$ cat config.mk
export PLATFORM = sky130hd
export DESIGN_NAME = fsm1_resp
export DESIGN_NICKNAME = d
export VERILOG_FILES = /design/src/rtl/fsm1_resp.sv
export SDC_FILE = /design/constraint.sdc
export NUM_CORES = 1
export LEC_CHECK = 0
export ABC_AREA = 0
export CAP_MARGIN = 20
export CORE_ASPECT_RATIO = 1.75
export CORE_MARGIN = 2
export CORE_UTILIZATION = 37
export CTS_CLUSTER_DIAMETER = 200
export DETAILED_ROUTE_END_ITERATION = 12
export GPL_TIMING_DRIVEN = 1
export HOLD_SLACK_MARGIN = 0.15
export SYNTH_ARGS = -nofsm -noshare
export SYNTH_HDL_FRONTEND = slang
export SYNTH_SLANG_ARGS = --single-unit
$ cat constraint.sdc
create_clock -name CLK -period 4.1 [get_ports CLK]
set_input_delay 1.23 -clock CLK [delete_from_list [all_inputs] [get_ports CLK]]
set_output_delay 1.23 -clock CLK [all_outputs]
set_load 0.01 [all_outputs]
$ cat src/rtl/fsm1_resp.sv
// Wait-state responder for the fsm1 read handshake: tracks the master state from rd/ds
// and answers ws. Optional violation flag built when FSM1_RESP_CHECK_EN is defined.
module fsm1_resp #(
  parameter int CNT_W = 4,
  parameter int TXN_W = 16
) (
  input  logic             CLK,
  input  logic             RST_N,
  input  logic             rd,
  input  logic             ds,
  input  logic [CNT_W-1:0] wait_cnt,
  output logic             ws,
  output logic             busy,
  output logic             done,
  output logic [CNT_W:0]   beats,
  output logic [TXN_W-1:0] txn_cnt,
  output logic             err
);

  typedef enum logic [1:0] {P_IDLE, P_DLY, P_READ, P_DONE} p_state_t;

  p_state_t         state, state_nx;
  logic [CNT_W-1:0] rem, rem_nx;
  logic [CNT_W:0]   bcnt, bcnt_nx;
  logic             ws_q, ws_q_nx;
  logic             viol, fin;

  always_comb begin
    state_nx = state;
    rem_nx   = rem;
    bcnt_nx  = bcnt;
    ws_q_nx  = ws_q;
    viol     = 1'b0;
    fin      = 1'b0;
    case (state)
      P_IDLE: begin
        if (ds) viol = 1'b1;
        else if (rd) begin
          rem_nx   = wait_cnt;
          bcnt_nx  = (CNT_W+1)'(1);
          ws_q_nx  = (wait_cnt != '0);
          state_nx = P_DLY;
        end
      end
      P_DLY: begin
        if (!rd) viol = 1'b1;
        else if (ws_q) begin
          rem_nx   = rem - 1'b1;
          state_nx = P_READ;
        end else state_nx = P_DONE;
      end
      P_READ: begin
        if (!rd) viol = 1'b1;
        else begin
          bcnt_nx  = bcnt + 1'b1;
          ws_q_nx  = (rem != '0);
          state_nx = P_DLY;
        end
      end
      P_DONE: begin
        if (!ds || rd) viol = 1'b1;
        else begin
          fin      = 1'b1;
          state_nx = P_IDLE;
        end
      end
      default: state_nx = P_IDLE;
    endcase
    // Any mismatch drops the prediction; the next rd rise starts a fresh transaction.
    if (viol) begin
      state_nx = P_IDLE;
      ws_q_nx  = 1'b0;
    end
  end

  always_ff @(posedge CLK) begin
    if (!RST_N) begin
      state   <= P_IDLE;
      rem     <= '0;
      bcnt    <= '0;
      ws_q    <= 1'b0;
      beats   <= '0;
      txn_cnt <= '0;
    end else begin
      state <= state_nx;
      rem   <= rem_nx;
      bcnt  <= bcnt_nx;
      ws_q  <= ws_q_nx;
      if (fin) begin
        beats   <= bcnt;
        txn_cnt <= txn_cnt + 1'b1;
      end
    end
  end

`ifdef FSM1_RESP_CHECK_EN
  logic err_q;
  always_ff @(posedge CLK) begin
    if (!RST_N)    err_q <= 1'b0;
    else if (viol) err_q <= 1'b1;
  end
  assign err = err_q;
`else
  assign err = 1'b0;
`endif

  // Outputs decode registered state only; done marks the predicted master DONE cycle.
  assign ws   = ws_q & (state == P_DLY);
  assign busy = (state != P_IDLE);
  assign done = (state == P_DONE);

endmodule
==> impl_metrics.py, run 1 <==
metrics = {
    "cts": {
        "htreeDepth": 2,
        "clockBufferDepth": 2,
        "ctsHoldBuffers": 0,
        "clock-sinks": 33,
        "root_buffer": "clkbuf_8",
        "ctsResizeCount": 0,
        "clkTransAtPathRegs_ps": 70,
        "numCtsBuffers": 5,
        "clk_latency_ps": 280,
        "cts_tree": "yes",
        "post-cts-setup-buffer-count": 0,
    },
    "timing": {
        "period_needed_ps": 3110,
        "finalHoldViolations": 0,
        "skew_ps": 7.41,
        "min_period_over_period_pct": 75.9,
        "relSlewSlack_pct": 48.9,
        "worstMarginPinSlew_ps": 765,
        "rsz0062_at_grt": "no",
        "setup_viol": 0,
        "final-max-slew-violation-count": 0,
        "fmax_mhz": 321,
        "tns_ps": 0,
    },
    "floorplanning": {
        "core_area_um2": 4400,
        "die_y_um": 93.8,
        "io_pins": 33,
        "die_area_um2": 5190,
        "start_util_pct": 38.8,
        "dieWidth_um": 55.3,
        "row_count": 32,
    },
    "grt": {
        "overflow": 0,
        "grt_first_pass_wirelength_um": 6250,
        "grt_pass1_vias": 1390,
        "antenna_found_initial": 0,
        "track_usage_pct": 15.3,
        "grt_max_degree": 25,
    },
    "finish": {
        "drive_above_1_share_pct": 5.06,
        "diodes": 0,
        "final_nets": 255,
        "layout_common_cells": "dfxtp_1, clkdlybuf4s50_1, nand2_1",
        "area.growth.synth_to_final_pct": 25.0,
        "final_common_cell": "dfxtp_1",
        "final_cells": 288,
        "fillers": 468,
    },
    "worst_setup_path": {
        "crit_buf_inv": 2,
        "critPathCaptureType": "output pin",
        "crit_family": "buffers and inverters",
        "worstSetupPathType": "reg -> out",
        "startpoint": "state[1]$_SDFFE_PP0P_",
        "crit_chain": "inv_1 > ha_1 > and2_1 > clkdlybuf4s50_1",
        "crit_required_ps": 2870,
        "cpMaxStageDelayCell": "clkdlybuf4s50_1",
        "rr_startpoint": "state[0]$_SDFFE_PP0P_",
        "worstPathMaxFanout": 9,
        "crit_path_start_kind": "register",
        "arrival_ps": 1880,
        "critPathMaxStageDelay_ps": 540,
    },
    "logic_synthesis": {
        "async_reset_ff_share_pct": 0,
        "ys_seq_area_share_pct": 38.7,
        "ys_types": 39,
        "synth_ff_type": "dfxtp_1",
        "syn_inst": 204,
        "postSynthAreaPerCell_um2": 8.37,
        "ys_ff_latch": 33,
        "yosysWarnings": 0,
        "syn_area_um2": 1710,
        "syn-num-nets": 223,
        "synth_edf_count": 0,
    },
    "routing": {
        "dr_wl_met3_um": 105,
        "met2WireLength_um": 1970,
        "met1_length_um": 1480,
        "drt_first_pass_iters": 4,
        "vias": 1459,
        "top_layer_used": "met4",
        "drt_iter0_drc": 34,
        "wire_per_inst_um": 12.7,
        "drc": 0,
        "totalWireLength_um": 3650,
        "ant_nets": 0,
        "via_per_inst": 5.07,
    },
    "run_status": {
        "outcome": "complete, no violations",
    },
    "placed_design": {
        "dp.cells": 280,
        "post-dp-hpwl_um": 2690,
        "io_buffer_count": 31,
        "place_congestion": 0.765,
    },
    "power_and_ir_drop": {
        "power-per-cell-area_nw_per_um2": 290,
        "vdd_drop_max_uv": 160,
        "power.total_w": 0.000619,
        "p_leak_nw": 0.769,
    },
    "job": {
        "max_cap_viol_count": 0,
    },
    "min_path": {
        "worstHoldStart": "bcnt[4]$_SDFFE_PN0P_",
        "hold_class": "reg -> reg",
    },
}
-- where the power goes --
group	switching, W	leakage [nW]	internal, W	total (W)
Clock	0.000118	0.0450	0.000118	0.000236
Combinational	0.0000303	0.457	0.0000234	0.0000537
Sequential	0.00000459	0.267	0.000325	0.000330
-- logic make-up after synthesis --
family / share of synthesized area, %
other cells: 0.220
compound gates: 12.0
fa+ha+maj: 8.06
flops: 38.7
buf+inv: 4.18
simple gates: 26.7
xor+xnor: 6.67
mux: 3.52
-- cells in the mapped netlist (3+ instances only) --
cell       n  area, um^2
nand2_1   26        97.6
ha_1      11         138
buf_2      3        15.0
nor2_1    22        82.6
xnor2_1   11        96.3
nand3_1    7        35.0
o21ai_0    6        30.0
nor3_1     7        35.0
mux2i_1    6        60.1
nand4_1    3        18.8
and2_1     3        18.8
a21oi_1   16        80.1
dfxtp_1   33         661
inv_1     11        41.3
nand2b_1   5        31.3
-- layout make-up --
cell class / count / area [um^2] / share of cell area (%)
Clock inverter: 2 / 10.0 / 0.469
Multi-Input combinational cell: 154 / 975 / 45.7
Timing Repair Buffer: 31 / 310 / 14.5
Clock buffer: 6 / 72.6 / 3.40
Inverter: 11 / 41.3 / 1.94
Sequential cell: 33 / 661 / 31.0
Tap cell: 51 / 63.8 / 2.99
-- state kept, by name, summed over array words and instances (netlist names) --
signal   count
txn_cnt     16
bcnt         5
beats        5
rem          4
state        2
ws_q         1
-- worst reg2reg max path, delay by kind of cell (launching register included) --
family	cells	cell delay, ps
flip-flops	1	430
adder cells (fa/ha/maj)	1	340
AND/OR/NAND/NOR	2	820
AO/OA/AOI/OAI	2	250
-- final timing paths --
path                              end  slack (ps)  cells past startpoint
min reg2reg     beats[4]$_SDFFE_PN0P_         470                      2
max reg2reg  txn_cnt[14]$_SDFFE_PN0P_        2110                      5
max                                ws         990                      4
min             beats[4]$_SDFFE_PN0P_         470                      2
-- metrics by stage --
| step | util, % | hold WS, ps | area [um^2] | setup slack, ps |
|---|---|---|---|---|
| after floorplan | - | 444 | 1710 | 1830 |
| after global placement | 46.6 | 457 | 2050 | 1060 |
| after detailed placement | 46.6 | 456 | 2050 | 1000 |
| after CTS | 48.4 | 466 | 2130 | 932 |
| after global routing | 48.4 | 476 | 2130 | 844 |
| final | 48.4 | 468 | 2130 | 987 |
-- per-layer routing --
metal  up-vias  global-route usage, %
li1        756                      -
met1       669                   15.7
met2        27                   27.9
met3         7                   3.17
met4         0                   9.15
met5         -                      0
Power figures use the tool's default switching activity.
==> run 2, diff against run 1 <==
==> constraint.sdc (replaced) <==
create_clock -name CLK -period 2.9 [get_ports CLK]
set_input_delay 0.87 -clock CLK [delete_from_list [all_inputs] [get_ports CLK]]
set_output_delay 0.87 -clock CLK [all_outputs]
set_load 0.01 [all_outputs]
==> impl_metrics.py, run 2 (same netlist as run 1, synthesis figures left out) <==
metrics = {
    "run_status": {
        "outcome": "complete, no violations",
    },
    "worst_setup_path": {
        "crit_buf_inv": 2,
        "crit_family": "buffers and inverters",
        "worstSetupPathType": "reg -> out",
        "critPathMaxStageDelay_ps": 540,
        "crit_required_ps": 2030,
        "worstPathMaxFanout": 9,
        "arrival_ps": 1910,
        "crit_chain": "inv_1 > ha_1 > and2_1 > clkdlybuf4s50_1",
        "cpMaxStageDelayCell": "clkdlybuf4s50_1",
        "critPathCaptureType": "output pin",
        "r2r_setup_slack_ps": 1010,
        "crit_path_start_kind": "register",
    },
    "job": {
        "max_cap_viol_count": 0,
    },
    "placed_design": {
        "post-dp-hpwl_um": 2740,
        "io_buffer_count": 31,
        "place_ws_ps": 314,
        "place_congestion": 0.792,
    },
    "min_path": {
        "hold_class": "reg -> reg",
    },
    "routing": {
        "vias": 1481,
        "wire_per_inst_um": 12.6,
        "totalWireLength_um": 3640,
        "via_per_inst": 5.11,
        "drt_iter0_drc": 31,
        "drt_first_pass_iters": 4,
        "ant_nets": 0,
        "drc": 0,
    },
    "timing": {
        "setup_slack_ps": 121,
        "worstMarginPinSlew_ps": 791,
        "setup_viol": 0,
        "final-max-slew-violation-count": 0,
        "period_needed_ps": 2780,
        "relSlewSlack_pct": 47.2,
        "rsz0062_at_grt": "no",
        "skew_ps": 5.99,
        "tns_ps": 0,
        "finalHoldViolations": 0,
        "fmax_mhz": 360,
        "min_period_over_period_pct": 95.8,
    },
    "cts": {
        "clk_latency_ps": 280,
        "clkTransAtPathRegs_ps": 70,
        "htreeDepth": 2,
        "ctsHoldBuffers": 0,
        "ctsResizeCount": 0,
        "root_buffer": "clkbuf_8",
        "numCtsBuffers": 5,
        "clock-sinks": 33,
        "post-cts-setup-buffer-count": 0,
        "clockBufferDepth": 2,
        "cts_tree": "yes",
    },
    "power_and_ir_drop": {
        "vdd_drop_max_uv": 327,
        "power-per-cell-area_nw_per_um2": 457,
        "p_leak_nw": 0.791,
    },
    "grt": {
        "grt_pass1_vias": 1406,
        "grt-busiest-layer": "met2",
        "use_met3_pct": 3.44,
        "antenna_found_initial": 0,
        "grt_max_degree": 25,
        "overflow": 0,
        "track_usage_pct": 15.1,
        "gr-usage-met1_pct": 14.8,
        "grt_first_pass_wirelength_um": 6100,
        "use_met2_pct": 28.5,
    },
    "finish": {
        "area.growth.synth_to_final_pct": 27.9,
        "final_nets": 257,
        "fillers": 458,
        "drive_above_1_share_pct": 5.86,
        "top_regs": "txn_cnt x16, bcnt x5, beats x5",
        "layout_common_cells": "dfxtp_1, clkdlybuf4s50_1, nand2_1",
        "largest_reg_flops": 16,
        "final_common_cell": "dfxtp_1",
        "diodes": 0,
        "top_register": "txn_cnt",
    },
    "floorplanning": {
        "core_area_um2": 4400,
        "io_pins": 33,
        "start_util_pct": 38.8,
        "row_count": 32,
        "dieWidth_um": 55.3,
        "die_area_um2": 5190,
        "die_y_um": 93.8,
    },
}
## run 2: cell types whose count changed in the layout (fill, tap and decap cells not counted)
cell | previous run | this run
bufinv_16 | 0 | 1
clkinv_2 | 2 | 0
clkbuf_8 | 5 | 6
buf_4 | 0 | 2
## run 2: tightest hold or removal path: stages (launching register included)
cell	delay (ps)
dfxtp_1	310
nand2_1	50
a21oi_1	50
## run 2: layout make-up
type / instances / area (um^2) / area share, %
Timing Repair Buffer: 33 / 325 / 14.9
Tap cell: 51 / 63.8 / 2.92
Clock buffer: 7 / 86.3 / 3.96
Multi-Input combinational cell: 154 / 975 / 44.7
Clock inverter: 1 / 30.0 / 1.38
Sequential cell: 33 / 661 / 30.3
Inverter: 11 / 41.3 / 1.89
## run 2: worst paths after layout
path,cells after the start,endpoint,from
hold reg to reg,2,beats[4]$_SDFFE_PN0P_,beats[4]$_SDFFE_PN0P_
hold / removal,2,beats[4]$_SDFFE_PN0P_,beats[4]$_SDFFE_PN0P_
setup / recovery,4,ws,state[1]$_SDFFE_PP0P_
setup reg to reg,6,rem[0]$_SDFFE_PN0P_,state[0]$_SDFFE_PP0P_
## run 2: metrics by stage
stage / area [um^2] / instances / utilization, % / total power (W) / hold slack, ps
after floorplan: 1710 / 204 / - / 0.000526 / 444
after global placement: 2070 / 282 / 46.9 / 0.000554 / 444
after detailed placement: 2070 / 282 / 46.9 / 0.000555 / 448
after CTS: 2180 / 290 / 49.5 / 0.00101 / 458
after global routing: 2180 / 290 / 49.5 / 0.00104 / 474
final: 2180 / 290 / 49.5 / 0.000997 / 453
## run 2: metal layers
layer | up-vias | share of wire (%)
met5 | - | 0
met4 | 0 | 2.4
met3 | 6 | 3.1
met2 | 25 | 55
met1 | 688 | 39
li1 | 762 | -
## run 2: where the power goes
part | leakage (nW) | switching, W | internal [W] | total, W
clock network | 0.0585 | 0.000172 | 0.000280 | 0.000453
logic | 0.466 | 0.0000433 | 0.0000340 | 0.0000773
registers | 0.267 | 0.00000684 | 0.000460 | 0.000467
==> RTL edit: new RTL, flow settings as in run 1 <==
Set the parameter `CNT_W` to 5 (it was 4).
--- a/src/rtl/fsm1_resp.sv
+++ b/src/rtl/fsm1_resp.sv
@@ -1,7 +1,7 @@
 // Wait-state responder for the fsm1 read handshake: tracks the master state from rd/ds
 // and answers ws. Optional violation flag built when FSM1_RESP_CHECK_EN is defined.
 module fsm1_resp #(
-  parameter int CNT_W = 4,
+  parameter int CNT_W = 5,
   parameter int TXN_W = 16
 ) (
   input  logic             CLK,
Ports: changed (resized beats and wait_cnt); port bits go from 33 to 35. No check against the original RTL was run, so the function may have changed too.
==> RTL edit against run 1 <==
- power up 10%
- worst setup slack worse by 0.073 ns
- clock power increased by 9.3%
- routed wire length rose by 10%
- core utilization shrank 0.93 points
- sequential cell count is 3 higher
- clock skew is 0.0037 ns lower
- the run now ends with design-rule violations left
- final area increased by 12%
- register-to-register slack improved by 0.09 ns
- sequential power up 9.4%
- synthesized area rose by 13%
- hold slack hardly changed
- cell count grew 7.6%
==> RTL edit: results (changes against run 1) <==
routing:
  drt_iter0_markers: 39  # +15%
  met1_length_microns: 1672  # +13%
  met2_length_microns: 2132  # +8.4%
  drc: 5  # +5
  vias_per_cell: 5.252  # +3.7%
  wl_per_cell_microns: 12.98  # +2.5%
  met3WireLength_microns: 145  # +38%
  drt-total-wl_microns: 4024  # +10%
  drt_pre_antenna_iters: 8  # +4
status:
  status: "complete, but fails checks"
  violations: "design-rule violations"
placed_design:
  place.gp.congestion: 0.8165  # +6.8%
  io_buffer_count: 33  # +6.5%
  place_hpwl_microns: 3045  # +13%
  place_inst: 302  # +7.9%
logic_synthesis:
  syn_area_per_cell_sq_um: 8.730  # +4.4%
  synth_nets: 240  # +7.6%
  synth.distinct_cells: 47  # +21%
  yosys-top-cells-area: "dfxtp_1 37%, ha_1 6.5%, nand2_1 5.8%"
  ys_seq_area_share_pct: 37.35  # -1.4 points
  yosys_warnings: 0  # unchanged
  synth_top_area_share_pct: 37.35  # -1.4 points
setup_path:
  crit_arrival_ns: 1.96  # +0.08 ns
  r2r_cells: 4  # -1
  cp_max_fo: 11  # +2
grt:
  grt_pass1_vias: 1601  # +15%
  grt_max_degree: 26  # +4.0%
  grt.total_usage_pct: 15.53  # +0.25 points
power:
  ir_worst_vdd_mv: 0.1820  # +14%
  p_leak_nw: 0.9648  # +26%
final_layout:
  layout.nets: 274  # +7.5%
  top_regs: "txn_cnt x16, bcnt x6, beats x6"
  final_layout_size_suffix_gt1_share_pct: 7.031  # +2.0 points
timing:
  maxSlewHeadroom_pct: 43.49  # -5.4 points
RTL edit: cell types whose count changed after synthesis, sizes merged, moves of 8 or more:
cell,change
a21oi,-11
and2,+11
a21boi,+9
nor2,-8
RTL edit: routing by layer:
layer | up-vias | GRT usage, %
met5 | - | 0
met4 | 0 | 6.993
met3 | 6 | 3.641
met2 | 34 | 28.00
met1 | 768 | 16.51
li1 | 820 | -
RTL edit: worst paths after layout:
check / startpoint / end / slack (ns)
worst max-delay path: state[1]$_SDFFE_PP0P_ / ws / 0.91
worst min register to register: beats[1]$_SDFFE_PN0P_ / beats[1]$_SDFFE_PN0P_ / 0.47
worst max register to register: state[0]$_SDFFE_PP0P_ / bcnt[5]$_SDFFE_PN0P_ / 2.20
worst min-delay path: beats[1]$_SDFFE_PN0P_ / beats[1]$_SDFFE_PN0P_ / 0.47
RTL edit: kinds of logic after synthesis:
kind of cell               after synthesis  share of synthesized area (%)
AOI/OAI and AO/OA                       34                          12.39
other                                    1                         0.1944
DFF                                     36                          37.35
xor gates and xnor gates                15                          6.810
muxes                                    7                          3.632
adders and majority gates               10                          6.485
buffers and inverters                   18                          4.215
and+or+nand+nor                        100                          28.92
RTL edit: area by class of cell:
class / instances / area, sq um
fillers: 521 / 2635
multi-input cells: 167 / 1127
flip-flops and latches: 36 / 720.7
repair buffers: 34 / 337.8
clock buffers: 8 / 90.09
well taps: 54 / 67.56
inverters: 11 / 41.29
RTL edit: metrics by stage:
stage               hold WS, ns  area, sq um  setup slack [ns]
finish                   0.4682         2385            0.9141
detailed placement       0.4607         2295             1.151
floorplan                0.4446         1929             1.857
CTS                      0.4708         2385            0.8927
global route             0.4955         2385            0.8067
global placement         0.4590         2295             1.145
RTL edit: worst max-delay path, delay by kind of cell, from the launching register on:
kind / cells / cell delay [ns]
simple gates: 1 / 0.25
fa+ha+maj: 1 / 0.39
flops: 1 / 0.35
buf+inv: 2 / 0.68
RTL edit: report_power, final:
part           internal [mW]  total (mW)  switching (mW)
Sequential             0.355       0.361         0.00529
Clock                  0.137       0.258           0.121
Combinational         0.0304      0.0645          0.0341
Total                  0.523       0.683           0.161
